$ cat config.mk
export PLATFORM = sky130hd
export DESIGN_NAME = dm_arbiter
export DESIGN_NICKNAME = d
export VERILOG_FILES = /design/src/rtl/dm_arbiter.sv
export SDC_FILE = /design/constraint.sdc
export NUM_CORES = 1
export LEC_CHECK = 0
export CORE_MARGIN = 4
export CORE_UTILIZATION = 42
export CTS_BUF_LIST = sky130_fd_sc_hd__clkbuf_4 sky130_fd_sc_hd__clkbuf_8
export CTS_CLUSTER_DIAMETER = 60
export DETAILED_ROUTE_END_ITERATION = 10
export PLACE_DENSITY_LB_ADDON = 0.12
export SYNTH_ARGS = -nofsm -noshare
export SYNTH_HDL_FRONTEND = slang
export SYNTH_SLANG_ARGS = --single-unit
$ cat constraint.sdc
create_clock -name clk -period 1.8 [get_ports clk]
set_clock_uncertainty 0.05 [all_clocks]
set_input_delay 0.18 -clock clk [delete_from_list [all_inputs] [get_ports clk]]
set_output_delay 0.18 -clock clk [all_outputs]
set_load 0.1 [all_outputs]
$ cat src/rtl/dm_arbiter.sv
// Round-robin arbiter sharing the single-port data memory between the CPU
// data port (0) and the loader/debug port (1); every access takes exactly 3 cycles.
module dm_arbiter #(
  parameter int AW = 5,
  parameter int DW = 32
) (
  input  logic          clk,
  input  logic          rst_n,
  input  logic          req0,
  input  logic          we0,
  input  logic [AW-1:0] addr0,
  input  logic [DW-1:0] wdata0,
  output logic [DW-1:0] rdata0,
  output logic          done0,
  input  logic          req1,
  input  logic          we1,
  input  logic [AW-1:0] addr1,
  input  logic [DW-1:0] wdata1,
  output logic [DW-1:0] rdata1,
  output logic          done1,
  output logic [AW-1:0] mem_a,
  output logic [DW-1:0] mem_wd,
  output logic          mem_we,
  input  logic [DW-1:0] mem_rd,
  output logic          busy,
  output logic          owner
);

  typedef enum logic [1:0] {IDLE, ACCESS, DONE} state_t;

  state_t        state, state_nxt;
  logic          prio;
  logic          grant_vld;
  logic          grant_sel;
  logic [AW-1:0] lat_addr;
  logic [DW-1:0] lat_wdata;
  logic          lat_we;

  // With both ports requesting, the one matching prio wins.
  always_comb begin
    grant_vld = req0 | req1;
    grant_sel = (req0 && req1) ? prio : req1;
    state_nxt = state;
    case (state)
      IDLE:    if (grant_vld) state_nxt = ACCESS;
      ACCESS:  state_nxt = DONE;
      DONE:    state_nxt = IDLE;
      default: state_nxt = IDLE;
    endcase
  end

  always_ff @(posedge clk or negedge rst_n) begin
    if (!rst_n) begin
      state     <= IDLE;
      prio      <= 1'b0;
      owner     <= 1'b0;
      lat_addr  <= '0;
      lat_wdata <= '0;
      lat_we    <= 1'b0;
      done0     <= 1'b0;
      done1     <= 1'b0;
      rdata0    <= '0;
      rdata1    <= '0;
    end else begin
      state <= state_nxt;
      case (state)
        IDLE: begin
          if (grant_vld) begin
            owner     <= grant_sel;
            prio      <= ~grant_sel;
            lat_addr  <= grant_sel ? addr1  : addr0;
            lat_wdata <= grant_sel ? wdata1 : wdata0;
            lat_we    <= grant_sel ? we1    : we0;
          end
        end
        ACCESS: begin
          // Read data is captured for writes too (pre-write contents).
          if (owner) begin
            rdata1 <= mem_rd;
            done1  <= 1'b1;
          end else begin
            rdata0 <= mem_rd;
            done0  <= 1'b1;
          end
        end
        DONE: begin
          done0 <= 1'b0;
          done1 <= 1'b0;
        end
        default: begin
          done0 <= 1'b0;
          done1 <= 1'b0;
        end
      endcase
    end
  end

  // Write enable is combinational on state so an async reset kills it at once.
  assign mem_we = (state == ACCESS) && lat_we;
  assign mem_a  = lat_addr;
  assign mem_wd = lat_wdata;
  assign busy   = (state != IDLE);

endmodule

* Yosys cells after proc, flatten, opt, wreduce, memory -nomap -nowiden
Cells that the tools add are included.
** Operators by class
- Bitwise logic cells :: 4
- Equality and inequality tests :: 4
- Reduce and logical (&&, ||, !) cells :: 9
- Mux-type cells :: 10
** Operators with widths (count)
- 2-to-1 mux 32 bit :: 1
- AND reduction 2 bit :: 5
- inequality test 2 bit, second input constant :: 3
- 2-to-1 mux 5 bit :: 1
- 2-to-1 mux 1 bit :: 4
- one-hot mux 1 bit (2 select lines) :: 2
- one-hot mux 2 bit (2 select lines) :: 1
- inverter 1 bit :: 3
- equality test 2 x 1 -> 1 bit, second input constant :: 1
- logical AND 1 bit :: 2
- zero test 2 bit :: 1
- 2-to-1 mux 2 bit :: 1
- nonzero test 2 bit :: 1
- OR 1 bit :: 1
** Word-level totals
- Input bits :: 112
- Bits in registers :: 108
- Output and inout bits :: 106
- Word-level logic and storage cells :: 37

* Depth between registers and ports, before layout
Gate-level depths: netlist of run 1.
- Word-level depth :: 3
- Gate-level depth with buffers :: 5
- Mapped depth without buffers :: 3

* Worst setup path before layout of run 1
Ideal clock, no wire load.
- Kind :: reg-to-reg
- From :: register owner
- To :: register rdata0[10]
- Library setup time :: 0.128 ns
- Arrival time :: 1.780 ns
- Stages on the path, launching flop included :: 6
- Slack :: -0.158 ns
- Period minus slack after synthesis :: 1.958 ns
- Buffers on the path :: 2
- Required time :: 1.622 ns
- Cell sequence :: dfrtp_1 -> inv_1 -> and2_1 -> buf_2 -> buf_6 -> mux2_1
** Between the ends
- Word-level cells in the longest chain between the ends :: 2
** Ends and longest elaborated chain
- start, declared :: line 26 : output logic owner
- start signal, assigned :: line 69 : owner <= grant_sel;
- inverter 1 bit (no source line)
- AND reduction 2 bit (no source line)
- end signal, assigned :: line 82 : rdata0 <= mem_rd;
- end, declared :: line 13 : output logic [DW-1:0] rdata0,
No other way between the ends.
A chain may end at the register's enable or synchronous reset.

* Final worst setup path of run 1
- From :: register state[1]
- To :: output busy
** Between the ends
- Word-level cells in the longest chain between the ends :: 1
** Ends and longest elaborated chain
- start, declared :: line 31 : state_t state, state_nxt;
- start signal, assigned :: line 65 : state <= state_nxt;
- nonzero test 2 bit :: line 102 : assign busy = (state != IDLE);
- end, declared :: line 25 : output logic busy,
No other way between the ends.

==> summary.md, run 1 <==
The run finished with clean final reports. The highest fanout seen on the critical path came out at 12. The die width works out to 112 µm. The number of antenna violations at the first check in global routing was 0. The tools report the H-tree depth reported by CTS as 3.

Entering global routing, the biggest net connects 109 pins. Setup repair after global routing left no endpoint under its margin. The tightest min-delay check is of the input pin to register type. The number of max-cap violations came out at 0. The tools report the placement-stage worst setup slack as 0.176 ns. The netlist uses 25 different library cells. Across every metal layer, demand over resource in global routing totals 20.0%.

Routability-driven placement finished with a final weighted congestion of 0.839. Clock-pin slew was measured on the worst setup and hold paths at 0.11 ns. The run gives 4096 as the number of global-route vias before repair. Counting flops with an async set or reset pin after synthesis yields a share of 100%. Ranked by total cell area, the synthesized netlist is headed by dfrtp_1, mux2_2, mux2_1. For the highest clock frequency the design can meet, the log shows 600 MHz. The area share of the largest cell type after synthesis is 59.9%, and the fraction of met1 tracks used by global routing is 24.6%. After detailed routing, the average wire length per cell comes to 17.2 µm. The number of detailed-route iterations in the first pass was 4; the number of DRC violations after detailed-routing iteration 0 was 167.

The layer flagged by global routing as most heavily used is met2. Summing the areas of all compound-gate instances in the mapped netlist gives 14.4% of the synthesized area. The met3 demand-to-capacity share in global routing came out at 5.76%. The post-cts sizing count was 0. After routing, the total negative slack on setup checks comes to 0 ns. Worst endpoint data arrival time: 1.44 ns. For this block, the routed nets add up to 12.6 mm of wire. The clock passes through at most 2 buffers. The actual slew at the worst max-slew pin came out at 0.567 ns.

Of the available clock period, the critical path in the final layout requires 92.6%. The number of enable flip-flop cells after synthesis was 0; the via count of the routed design was 3822. For this run, the leading register cell type out of synthesis is dfrtp_1. When the netlist entered floorplanning its net count stood at 491. Of the total synthesized cell area, the portion taken by full adders, half adders and majority gates is 0%. After layout, the minimum clock period comes to 1.67 ns.

After Yosys synthesis, XOR and XNOR cells account for 0% of the synthesized area. The area growth from synthesis to final layout was 51.8%; the number of buffers inserted by port buffering was 217. The worst path meets setup with 0.133 ns of slack.

The worst setup path is launched from a register. Dividing the detail-routed via count by the number of cells gives 5.24. The logs give 0.35 ns for the insertion delay to the later sink of the worst-skew pair and 10400 µm² for the floorplan core area. For the total placed instance area, the log shows 6650 µm². The root buffer cell chosen for the clock tree is clkbuf_8. In this run the remaining antenna-violating nets after routing total 0. The tools report the number of buffers inserted by post-CTS setup repair as 0. The total number of nets in the final design was 701; the fraction of layout cells with a size suffix above 1 was 30.1%.

Floorplan die height: 112 µm. The post-synthesis sequential area ratio was 59.9%; the wire length of the first global-routing pass was 20.5 mm. The placement row count was 37.

The biggest area contributor in the post-synthesis netlist is dfrtp_1. For the clock sink total, the log shows 108. Data on the critical path is required at its endpoint by 1.57 ns.

The sort of element at the end of the critical path is an output pin. Number of setup violations in the final report: 0. Detailed placement finished with a half-perimeter wire length of 9.15 mm.

The logs give 0 for the number of hold violations in the final report and 9 for the number of buffers added by the clock tree synthesis step. The die covers 12500 µm². The final global-route overflow total is 0.

TritonCTS built the clock tree. The post-synthesis share of cell area spent on and, or, nand and nor gates works out to 5.43%. The critical setup path kind was register to output pin. The logs give 218 for the I/O pin count and 4520 µm² for the post-synth design cell area. Once layout is done, the placed cells without fillers occupy 6860 µm². The logs give 0 for the number of pins exceeding their max-slew limit in the final report and 379 for the instance count of the mapped netlist. The logic depth of the worst register-to-register path was 4. The worst pin sits at a relative slew slack of 62.2%.

Counting flops and latches in the post-synthesis netlist gives 108. In the routed design, unresolved DRC markers number 0. Measured against the total synthesized area, the mux share comes to 16.0%.

After synthesis, the largest family of logic cells by area is multiplexers. The effective utilization at floorplan was 43.4%. Counting instances, the worst hold path has a depth of 3. The mean instance size in the synthesized netlist is 11.9 µm², and the met2 track demand over resource in global routing is 34.2%. 0 antenna diodes ended up in the layout. The Yosys step of the flow raised 0 warnings.
[per-stage QoR]
step	util, %	hold WS (ns)	std cells
3_5_place_dp	63.8	0.249	713
2_1_floorplan	-	-0.166	379
3_3_place_gp	63.8	0.248	713
6_report	65.8	0.334	730
5_1_grt	65.8	0.351	730
4_1_cts	65.8	0.317	730
[cell type report]
class                   instances  area, µm²
clock buffers                   9        124
clock inverters                 7       72.6
fillers                       871       3560
inverters                       5       18.8
multi-input cells             230       1620
flip-flops and latches        108       2700
well taps                     136        170
repair buffers                235       2140
[sequential cells by signal, summed over array words and instances (netlist names)]
signal  flops
mem_wd     32
rdata0     32
rdata1     32
mem_a       5
state       2
done0       1
done1       1
lat_we      1
owner       1
prio        1
[critical path, stage by stage, from the launching register on]
cell	delay (ns)
dfrtp_1	0.46
nor2_4	0.29
inv_1	0.14
buf_12	0.19
[cells in the final DEF, fill, tap and decap left out, drive strengths merged]
cell type / instances
a21o: 1
buf: 124
o21ai: 39
dlygate4sd3: 1
nand2: 1
nand2b: 1
inv: 7
a21oi: 39
and2: 3
clkdlybuf4s50: 110
mux2: 64
nor2b: 1
clkinv: 5
nand3: 38
a31oi: 39
o32ai: 1
dfrtp: 108
nor2: 1
or2: 1
and2b: 1
clkbuf: 9
[logic make-up after synthesis]
kind of cell / count (synthesis)
buffers and inverters: 41
DFF: 108
AOI/OAI and AO/OA: 119
muxes: 64
and+or+nand+nor: 47
[metal layers]
metal  wire length (µm)  vias up
li1                   -     1800
met4                132        0
met5                  0        -
met2               6160      166
met3               1080       10
met1               5200     1846
[repair_timing]
item / 4_1_cts / 5_1_grt
hold endpoints to repair: 108 / 0
hold buffers: 1 / 0
endpoints found under the setup margin: 0 / 0
[worst paths after layout]
check,from,end,slack (ns)
worst max-delay path,state[1],busy,0.13
max in group asynchronous,rst_n,owner,0.89
worst max register to register,state[1],rdata0[3],0.20
worst min register to register,rdata0[18],rdata0[18],0.44
min in group asynchronous,rst_n,rdata0[23],0.36
worst min-delay path,wdata0[6],mem_wd[6],0.33
[Yosys cell counts (all sizes together) (3+ instances only)]
| master | instances |
|---|---|
| inv | 5 |
| clkbuf | 18 |
| o21ai | 39 |
| and2 | 3 |
| dfrtp | 108 |
| buf | 18 |
| a31oi | 39 |
| mux2 | 64 |
| nand3 | 38 |
| a21oi | 39 |
Power of run 1 is left out: the tool's default activity adds up to more than one toggle a clock period on the data nets, which glitch-free logic cannot reach.
==> run 2: changes to the inputs <==
--- a/config.mk
+++ b/config.mk
@@ -5,7 +5,7 @@
 export SDC_FILE = /design/constraint.sdc
 export NUM_CORES = 1
 export LEC_CHECK = 0
-export CORE_MARGIN = 4
+export CORE_MARGIN = 1
 export CORE_UTILIZATION = 42
 export CTS_BUF_LIST = sky130_fd_sc_hd__clkbuf_4 sky130_fd_sc_hd__clkbuf_8
 export CTS_CLUSTER_DIAMETER = 60
==> summary.md, run 2 (same netlist as run 1, synthesis figures left out) <==
The flow ran to the end, and the final reports show no timing, DRC or antenna violations. In the global route stage, overall resource usage came out at 22.4%. The worst setup path is of the register to output pin kind. The pin count of the biggest net entering global routing was 43. STA classifies the critical path endpoint as an output pin. The floorplan die height was 106 µm; the total detailed-routing wirelength was 12.2 mm. The longest clock path from root to sink contains 2 buffers. The run gives 3894 as the number of global-route vias before repair. The library cell used most frequently in the layout, excluding fill and tap cells, is buf_4. The routed layout has 3907 vias. After legalization and detailed placement, the total HPWL measured 8.86 mm.

The signal on the critical path passes through nor2b_2 > and2_1 > buf_12. The number of antenna violations at the first check in global routing came out at 0. The number of buffers inserted by port buffering was 217. In this run the remaining antenna-violating nets after routing total 0.

The die width is 106 µm, and the actual slew at the worst max-slew pin is 0.488 ns. The per-cell via count in the routed design came out at 5.32. On the worst path, the slowest cell contributes a delay of 0.45 ns. Setup repair after global routing left no endpoint under its margin. The routed length per instance is 16.7 µm. The detailed router finished its first iteration with 147 violations.

The total area inside the core boundary comes to 10400 µm². The tools report the highest clock frequency the design can meet as 629 MHz. The path class of the tightest hold or removal check is input pin to async pin. In the layout the commonest cells are buf_4, clkdlybuf4s50_1, dfrtp_1. Summed over all failing endpoints, the final setup total negative slack is 0 ns. For this configuration, the core starts out at a cell density of 43.5%.

The worst endpoint data arrival time is 1.36 ns. Counting every sink on the clock net gives 108. Clock-pin slew was measured on the worst setup and hold paths at 0.10 ns. The tools report the launching point of the worst reg2reg path as state[1]. The final critical path time including I/O delays and setup works out to 1.59 ns. TritonCTS built the clock tree.

After the last flow step, the layout net total stands at 705. The startpoint of the most critical setup path is state[1]. The worst-case headroom to the max-slew limit is 67.5%. The total inserted antenna cells is 0, and the post-detailed-route DRC marker count is 0. The number of pins exceeding their max-slew limit in the final report came out at 0. Clock tree synthesis selected as its root buffer the cell clkbuf_8. The die covers 11200 µm². For the number of setup violations in the final report, the log shows 0.

In this run the core area contains 37 standard-cell rows. The logs give 0.36 ns for the insertion delay to the later sink of the worst-skew pair and 3 for the H-tree depth reported by CTS. For this run, the detailed router's first-pass iteration total came to 4. The tool flagged a number of max-cap violations equal to 0. The first global-routing pass estimated 19.7 mm of wire. The final global-route overflow total is 0, and the I/O pin count is 218.

For the number of buffers added by the clock tree synthesis step, the log shows 9. In the finished design, the share of the clock period the worst path needs comes to 88.3%. The highest fanout seen on the critical path is 4. On the critical path, the stage with the largest delay is an instance of dfrtp_1.

The startpoint class of the critical path is a register. The number of hold violations in the final report was 0; the area growth from synthesis to final layout was 53.6%. The fraction of layout cells with a size suffix above 1 works out to 30.8%. The routability congestion estimate is 0.740. STA puts the critical path data required time at 1.57 ns.
## run 2: final timing paths
check / cells after the start / slack (ns) / end
max: 3 / 0.21 / mem_we
min: 2 / 0.26 / rdata1[23]
max reg2reg: 4 / 0.25 / rdata0[8]
min reg2reg: 1 / 0.44 / done0
max in group asynchronous: 3 / 0.83 / owner
min in group clk: 3 / 0.33 / mem_a[3]
## run 2: routing by layer
layer | GRT usage, % | vias up | share of wire, %
met5 | 0 | - | 0
met4 | 8.04 | 0 | 1.5
met3 | 4.21 | 15 | 7.2
met2 | 38.5 | 182 | 51
met1 | 28.1 | 1892 | 40
li1 | - | 1818 | -
## run 2: area by class of cell
type | count | area [µm²]
fillers | 812 | 3430
flip-flops and latches | 108 | 2700
repair buffers | 239 | 2200
multi-input cells | 230 | 1630
well taps | 136 | 170
clock buffers | 9 | 124
clock inverters | 7 | 98.8
inverters | 5 | 18.8
## run 2: per-stage QoR
stage          utilization, %  cells  hold slack [ns]  instance area [µm²]  setup WS [ns]
2_1_floorplan               -    379           -0.166                 4520          0.126
3_3_place_gp             64.4    714            0.115                 6680          0.243
3_5_place_dp             64.4    714            0.123                 6680          0.189
4_1_cts                  66.7    731            0.260                 6920         0.0249
5_1_grt                  66.9    734            0.276                 6940          0.109
6_report                 66.9    734            0.256                 6940          0.211
## run 2: worst max-delay path: cells and delay by family (launching register included)
| kind | cells | cell delay, ns |
|---|---|---|
| buf+inv | 1 | 0.18 |
| flops | 1 | 0.45 |
| simple gates | 2 | 0.36 |
## run 2: timing repair
action,in CTS,in global routing
hold endpoints to repair,35,0
setup endpoints to repair,0,1
resized for setup,0,0
buffers inserted,0,3
hold buffers,1,0
Power of run 2 is left out for the same reason.
==> run 3: changes to the inputs <==
==> constraint.sdc (replaced) <==
create_clock -name clk -period 1.8 [get_ports clk]
set_clock_uncertainty 0.05 [all_clocks]
set_input_delay 0.27 -clock clk [delete_from_list [all_inputs] [get_ports clk]]
set_output_delay 0.27 -clock clk [all_outputs]
set_load 0.1 [all_outputs]
==> summary.md, run 3 (same netlist as run 1, synthesis figures left out) <==
The per-cell via count in the routed design is 5.38. STA classifies the critical path endpoint as an output pin. At the later pin of the worst-skew pair, clock insertion delay measures 0.36 ns. Traced cell by cell, the critical path runs through nor2_4 > buf_6 > inv_1 > buf_12. For this design the top-level I/O count stands at 218. The critical setup path kind is register to output pin. The leading cell type in the layout, fill and taps excluded is buf_12. The total detailed-routing wirelength came out at 13.0 mm. The count of nets left with antenna violations once routing finished came out at 0. On the worst path, the slowest cell contributes a delay of 0.45 ns. In this run the vertical extent of the chip is 106 µm.

Startpoint class of the critical path: a register. The filler cell count in the final layout came out at 621. The H-tree generated during clock tree synthesis spans 3 levels.

The tools report the clock sink total as 108. Of the cells placed in the final design, the portion with a size suffix greater than 1 is 30.8%. Highest fanout seen on the critical path: 11. The final period utilization was 96.3%. Before antenna repair, the detailed router went through 4 iterations. The logs give 0 for the number of pins exceeding their max-slew limit in the final report and 23.7% for the combined global-route utilization of all metal layers. The clock transition at the registers of the reported paths came out at 0.10 ns. Setup violations remaining at the end of the flow were counted as 0. Headroom to the max-slew limit came out at 63.0%. The highest clock frequency the design can meet was 577 MHz; the number of buffers added by the clock tree synthesis step was 9. The flow ran to the end, and the final reports show no timing, DRC or antenna violations. The final route contains 3943 vias. For this configuration, the core starts out at a cell density of 43.5%. TritonCTS built the clock tree.

After legalization and detailed placement, the total HPWL measured 9.91 mm. In this run the deepest clock path goes through 2 buffers. On the critical path, the stage with the largest delay is an instance of dfrtp_2. The logs give 10400 µm² for the floorplan core area and 11200 µm² for the area of the die.

The multi-input combinational cells in the finished layout cover a total of 1630 µm². For the final routed database, the setup TNS stands at 0 ns. Setup repair after global routing left no endpoint under its margin.

Max-cap violations in this run came to 0. The number of global-route vias before repair was 3985. Measured along the x axis, the die boundary spans 106 µm. The tools report the routability congestion estimate as 0.776.

After layout, the minimum clock period comes to 1.73 ns. The tools report the pin count of the biggest net entering global routing as 42. The area growth from synthesis to final layout is 82.1%.

The tools report the number of DRC violations after detailed-routing iteration 0 as 201. The run gives 20.6 mm as the wire length of the first global-routing pass. Across the whole layout, storage elements account for 2710 µm².

The count of buffers added on input and output ports is 217. The tools report the post-detailed-route DRC marker count as 0. For the worst setup path, the data required time is 1.48 ns. The number of hold violations in the final report came out at 0. The path type of the worst min-delay path was input pin to async pin. The number of antenna violations at the first check in global routing was 0.

For the worst setup path, the data arrival time is 1.41 ns. The placement row count was 37. For the pin with the worst max-slew slack, the measured transition is 0.555 ns.

The total number of nets in the final design is 704, and the final global-route overflow total is 0. 0 antenna diodes ended up in the layout. In the layout the commonest cells are buf_12, clkdlybuf4s50_1, dfrtp_1.

After detailed routing, the average wire length per cell comes to 17.7 µm. The cell sitting at the root of the clock tree is a clkbuf_8.
run 3: cell count changes in the layout (fill, tap and decap cells not counted), sizes merged:
cell / change
inv: -1
bufinv: -2
buf: -1
clkbuf: +2
clkinv: +1
run 3: cell type report:
cell class	instances	area share, %
repair buffers	238	42.7
clock buffers	11	1.84
inverters	5	0.228
flip-flops and latches	108	32.9
multi-input cells	230	19.8
well taps	136	2.07
clock inverters	5	0.548
run 3: worst paths after layout:
check	to	cells after the start	slack, ns	start
max	busy	4	0.07	state[1]
min	rdata1[23]	2	0.38	rst_n
max reg2reg	rdata0[17]	4	0.25	state[1]
min reg2reg	state[1]	1	0.47	state[1]
max in group asynchronous	owner	3	0.73	rst_n
min in group clk	lat_we	3	0.42	we0
run 3: stage by stage:
step           hold WS (ns)  std cells  worst slack, ns  area (µm²)  util [%]
2_1_floorplan       -0.0756        379            0.126        4520         -
3_3_place_gp          0.237        716            0.172        8010      77.3
3_5_place_dp          0.249        716            0.115        8010      77.3
4_1_cts               0.392        733          0.00304        8220      79.2
5_1_grt               0.415        733          0.00973        8220      79.3
6_report              0.380        733           0.0674        8220      79.3
run 3: critical path, delay by kind of cell, from the launching register on:
kind | cells | cell delay [ns]
buf+inv | 3 | 0.42
flops | 1 | 0.45
simple gates | 1 | 0.18
run 3: what timing repair did:
item                                    in CTS  in global routing
hold buffers                                 1                  0
endpoints found under the setup margin       0                  1
setup buffers                                0                  0
endpoints found under the hold margin       37                  0
gates resized for setup                      0                  2
run 3: per-layer routing:
metal  GRT usage (%)  part of all wire (%)  vias up
li1                -                     -     1803
met1            27.6                    38     1932
met2            41.6                    52      187
met3            7.05                   8.2       21
met4            8.04                   2.0        0
met5               0                     0        -
Power of run 3 is left out for the same reason.
==> edit 1 (config.mk and constraints of run 3) <==
`AW`: 5 -> 7.
--- a/src/rtl/dm_arbiter.sv
+++ b/src/rtl/dm_arbiter.sv
@@ -1,7 +1,7 @@
 // Round-robin arbiter sharing the single-port data memory between the CPU
 // data port (0) and the loader/debug port (1); every access takes exactly 3 cycles.
 module dm_arbiter #(
-  parameter int AW = 5,
+  parameter int AW = 7,
   parameter int DW = 32
 ) (
   input  logic          clk,
Ports: changed (resized addr0, addr1 and mem_a); port bits go from 218 to 224. No check against the original RTL was run, so the function may have changed too.
==> edit 1 against run 3 <==
Via count grew 2.2%; final area grew 9.5%; count of clock-buffer cells in the layout is the same; worst setup slack gained 0.053 ns; sequential cell count grew 2; synthesized area grew 16%; routed wire length grew 6.4%; critical endpoint is now mem_we.
Power is left out: the tool's default activity adds up to more than one toggle a clock period on the data nets, which glitch-free logic cannot reach.
==> edit 1: results (changes against run 3) <==
[outcome]
status=completed

[min_path]
worstHoldPathType=in2async

[global_route]
met3_usage_pct=5.74  ; -1.3 points
grt_first_pass_wirelength_um=22400  ; +8.8%
grt_pass1_vias=4314  ; +8.3%
track_usage_pct=22.3  ; -1.4 points
grt_max_degree=44  ; +4.8%
met1_usage_pct=26.1  ; -1.5 points
grt.met2_usage_pct=39.8  ; -1.8 points
antenna_found_initial=0  ; unchanged

[clock_network]
cts_max_path_buffers=2  ; unchanged
clk_latency_ns=0.36  ; about the same
post_cts_resized=0  ; unchanged
clock-root-buffer=clkbuf_8
path_clk_slew_ns=0.10  ; about the same
numCtsBuffers=9  ; unchanged
h-tree-depth=3  ; unchanged

[synth]
yosys_warnings=0  ; unchanged
synth_cell_type_count=26  ; +4.0%
synth_area_leaders=dfrtp_1 52%, a31oi_4 15%, mux2_2 7.5%
synth_commonest_cells=110 x dfrtp_1, 41 x a21oi_1, 41 x o21ai_0
synthFlopType=dfrtp_1
synth.net_count=507  ; +3.3%
async_reset_ff_share_pct=100  ; unchanged
synth-seq-area-share_pct=52.4  ; -7.5 points

[detailed_routing]
wl_per_cell_um=17.7  ; about the same
vias=4029  ; +2.2%
first_pass_iters=4  ; unchanged
drt-initial-drc-count=186  ; -7.5%

[timing]
holdWs_ns=0.353  ; -0.0268 ns
worst_pin_slew_ns=0.630  ; +0.0751 ns

[placement]
place.gp.congestion=0.792  ; +2.1%
portBuffers=223  ; +2.8%
dpl.hpwl_um=10500  ; +6.3%
preCtsSetupSlack_ns=-0.0898  ; -0.205 ns

[critical_path]
crit_family=flip-flops
ff2ff_path_depth=4  ; unchanged
r2r_slack_ns=0.22  ; -0.03 ns
r2r-end=rdata0[1]
crit_arrival_ns=1.36  ; -0.05 ns
reg2reg_from=state[1]
critPathSlowestCell=dfrtp_1
cp_max_fo=4  ; -7
slowest_delay_ns=0.45  ; about the same

[final_layout]
antenna_cells=0  ; unchanged
nNetsFinal=723  ; +2.7%
fill_cells=830  ; +34%
drive_above_1_share_pct=36.6  ; +5.8 points

-- edit 1: cell types whose count changed after synthesis, sizes merged --
cell,run 3,this run
dfrtp,108,110
and2b,1,0
a31oi,39,41
nor2b,1,2
nand3,38,40
clkbuf,18,25
buf,18,13
o21ai,39,41
a21oi,39,41
-- edit 1: how the worst max path moves through the flow --
| stage | from | endpoint | slack (ns) |
|---|---|---|---|
| finish | state[1] | mem_we | 0.12 |
| global route | state[1] | mem_we | 0.03 |
| CTS | state[1] | mem_we | 0.08 |
| detailed placement | req1 | mem_wd[20] | -0.09 |
| global placement | req1 | mem_wd[19] | -0.008 |
| floorplan | owner | rdata0[10] | 0.02 |
-- edit 1: metal layers --
layer	up-vias	wire length (µm)
met3	21	982
met2	167	7210
li1	1854	-
met1	1987	5370
met4	0	278
met5	-	0
-- edit 1: repair_timing --
item	in CTS	in global routing
buffers inserted	0	0
hold buffers	1	0
hold endpoints to repair	33	0
-- edit 1: cells by family (layout without fill, tap and decap cells) --
group	Yosys count	count (layout)	share of synthesized area, %
AOI/OAI and AO/OA	125	125	24.2
DFF	110	110	52.4
muxes	64	64	13.7
and+or+nand+nor	49	49	4.88
buffers and inverters	43	264	4.83
-- edit 1: cell type report --
cell class / count / share of cell area, %
timing repair buffer: 243 / 39.6
multi-input combinational: 238 / 25.1
clock inverter: 5 / 0.667
clock buffer: 11 / 1.54
sequential: 110 / 30.6
inverter: 5 / 0.208
tap: 168 / 2.33
-- edit 1: per-stage QoR --
| stage | TNS, ns | cell area (µm²) | cells |
|---|---|---|---|
| 6_report | 0 | 9000 | 780 |
| 5_1_grt | 0 | 9000 | 780 |
| 4_1_cts | 0 | 9000 | 780 |
| 3_5_place_dp | -1.76 | 8800 | 763 |
| 3_3_place_gp | -0.0304 | 8800 | 763 |
| 2_1_floorplan | 0 | 5260 | 391 |
==> edit 2 (config.mk and constraints of run 3) <==
Without the edit above. Make the reset (`rst_n`) synchronous in one clocked block. Comments in the files are not updated.
--- a/src/rtl/dm_arbiter.sv
+++ b/src/rtl/dm_arbiter.sv
@@ -49,7 +49,7 @@
     endcase
   end
 
-  always_ff @(posedge clk or negedge rst_n) begin
+  always_ff @(posedge clk) begin
     if (!rst_n) begin
       state     <= IDLE;
       prio      <= 1'b0;
Behaviour: differs if rst_n is asserted again (counterexample within 4 cycles, from zero or initial values and one cycle with rst_n low); with rst_n held inactive, the same outputs for 10 cycles.
==> edit 2 against run 3 <==
Final area shrank 9.6%; worst setup slack better by 0.050 ns; sequential cell count is the same; sequential share of layout area down 3.8 points; routed wire length grew 3.7%; core utilization down 7.9 points; count of clock-buffer cells in the layout fell by 1; synthesized area grew 0.64%; critical path type unchanged; final cell count grew 18%.
Power is left out: it rests on default switching activity, and per cell area and clock period it moved more than threefold.
==> edit 2: results (changes against run 3) <==
[placement]
dpl.hpwl_um=9730  ; -1.8%
dpl_cell_area_um2=7240  ; -9.7%
place.gp.congestion=0.780  ; +0.55%
preCtsSetupSlack_ns=-0.0662  ; -0.181 ns
portBuffers=217  ; unchanged

[clock_network]
clk_latency_ns=0.35
cts_max_path_buffers=2  ; unchanged
numCtsBuffers=9  ; unchanged
post_cts_resized=1  ; +1
cts_setup_buffers=0  ; unchanged
path_clk_slew_ns=0.10  ; about the same

[final_layout]
clock_buffers=10  ; -1
multi_input_area_um2=2150  ; +32%
final-clk-cell-share_pct=2.54  ; +0.15 points
final_util_pct=71.4  ; -7.9 points
antenna_cells=0  ; unchanged
signal_buffer_area_fraction_pct=37.0  ; -5.6 points
seq_share_pct=29.1  ; -3.8 points
nMultiInputCombCells=364  ; +58%
nNonClkInverters=2  ; -3
n_sequential_cell=108  ; unchanged
fill_cells=843  ; +36%
nNetsFinal=834  ; +18%
drive_above_1_share_pct=20.8  ; -10 points
nNonClkBuffers=237  ; -0.42%

[synth]
synthFlopType=dfxtp_1
yosys_warnings=0  ; unchanged
synth-seq-area-share_pct=47.6  ; -12 points
synth.net_count=639  ; +30%
synth_cell_type_count=29  ; +16%
synth_area_leaders=dfxtp_1 48%, nand2_1 11%, o311a_1 8.4%
synth_commonest_cells=128 x nand2_1, 108 x dfxtp_1, 68 x a21oi_1
async_reset_ff_share_pct=0  ; -100 points

[outcome]
status=completed

[detailed_routing]
route.met3.wl_um=989  ; -7.1%
drt-initial-drc-count=208  ; +3.5%
wl_met1_um=5270  ; +6.1%
dr_wl_met2_um=6970  ; +3.8%
drt_wl_total_um=13500  ; +3.7%
vias_per_cell=5.35  ; -0.46%
top_layer_used=met4

[timing]
worst_pin_slew_ns=0.409  ; -0.146 ns
hold_violations=0  ; unchanged

[global_route]
grt_first_pass_wirelength_um=21500  ; +4.6%
grt_pass1_vias=4464  ; +12%
antenna_found_initial=0  ; unchanged
met3_usage_pct=5.46  ; -1.6 points
track_usage_pct=23.7  ; about the same
grt.met2_usage_pct=42.3  ; +0.61 points
overflow=0  ; unchanged
grt_max_degree=55  ; +31%
met1_usage_pct=27.8  ; +0.23 points

[min_path]
worstHoldPathType=in2reg

[critical_path]
crit_arrival_ns=1.36  ; -0.05 ns
cp_max_fo=18  ; +7

edit 2: critical path, cell delays in order, from the launching register on:
cell,delay (ns)
dfxtp_1,0.32
buf_4,0.15
nor2_4,0.13
inv_1,0.09
buf_12,0.16
buf_12,0.16
edit 2: path summary, 6_finish.rpt:
kind / start / endpoint / slack (ns) / depth (start not counted)
worst max-delay path: state[0] / busy / 0.12 / 5
worst min-delay path: req1 / state[0] / 0.38 / 4
worst max register to register: state[0] / mem_wd[14] / 0.30 / 6
worst min register to register: rdata1[21] / rdata1[21] / 0.41 / 2
edit 2: through the flow:
step           std cells  setup TNS (ns)  hold slack [ns]
4_1_cts              862               0            0.363
5_1_grt              863               0            0.407
3_5_place_dp         846           -1.30            0.400
2_1_floorplan        527               0            0.356
3_3_place_gp         846       -0.000198            0.393
6_report             863               0            0.378
edit 2: logic make-up after synthesis:
kind of cell / Yosys count / share of synthesized area [%]
compound gates: 185 / 28.9
flops: 108 / 47.6
simple gates: 179 / 18.1
buf+inv: 55 / 5.42
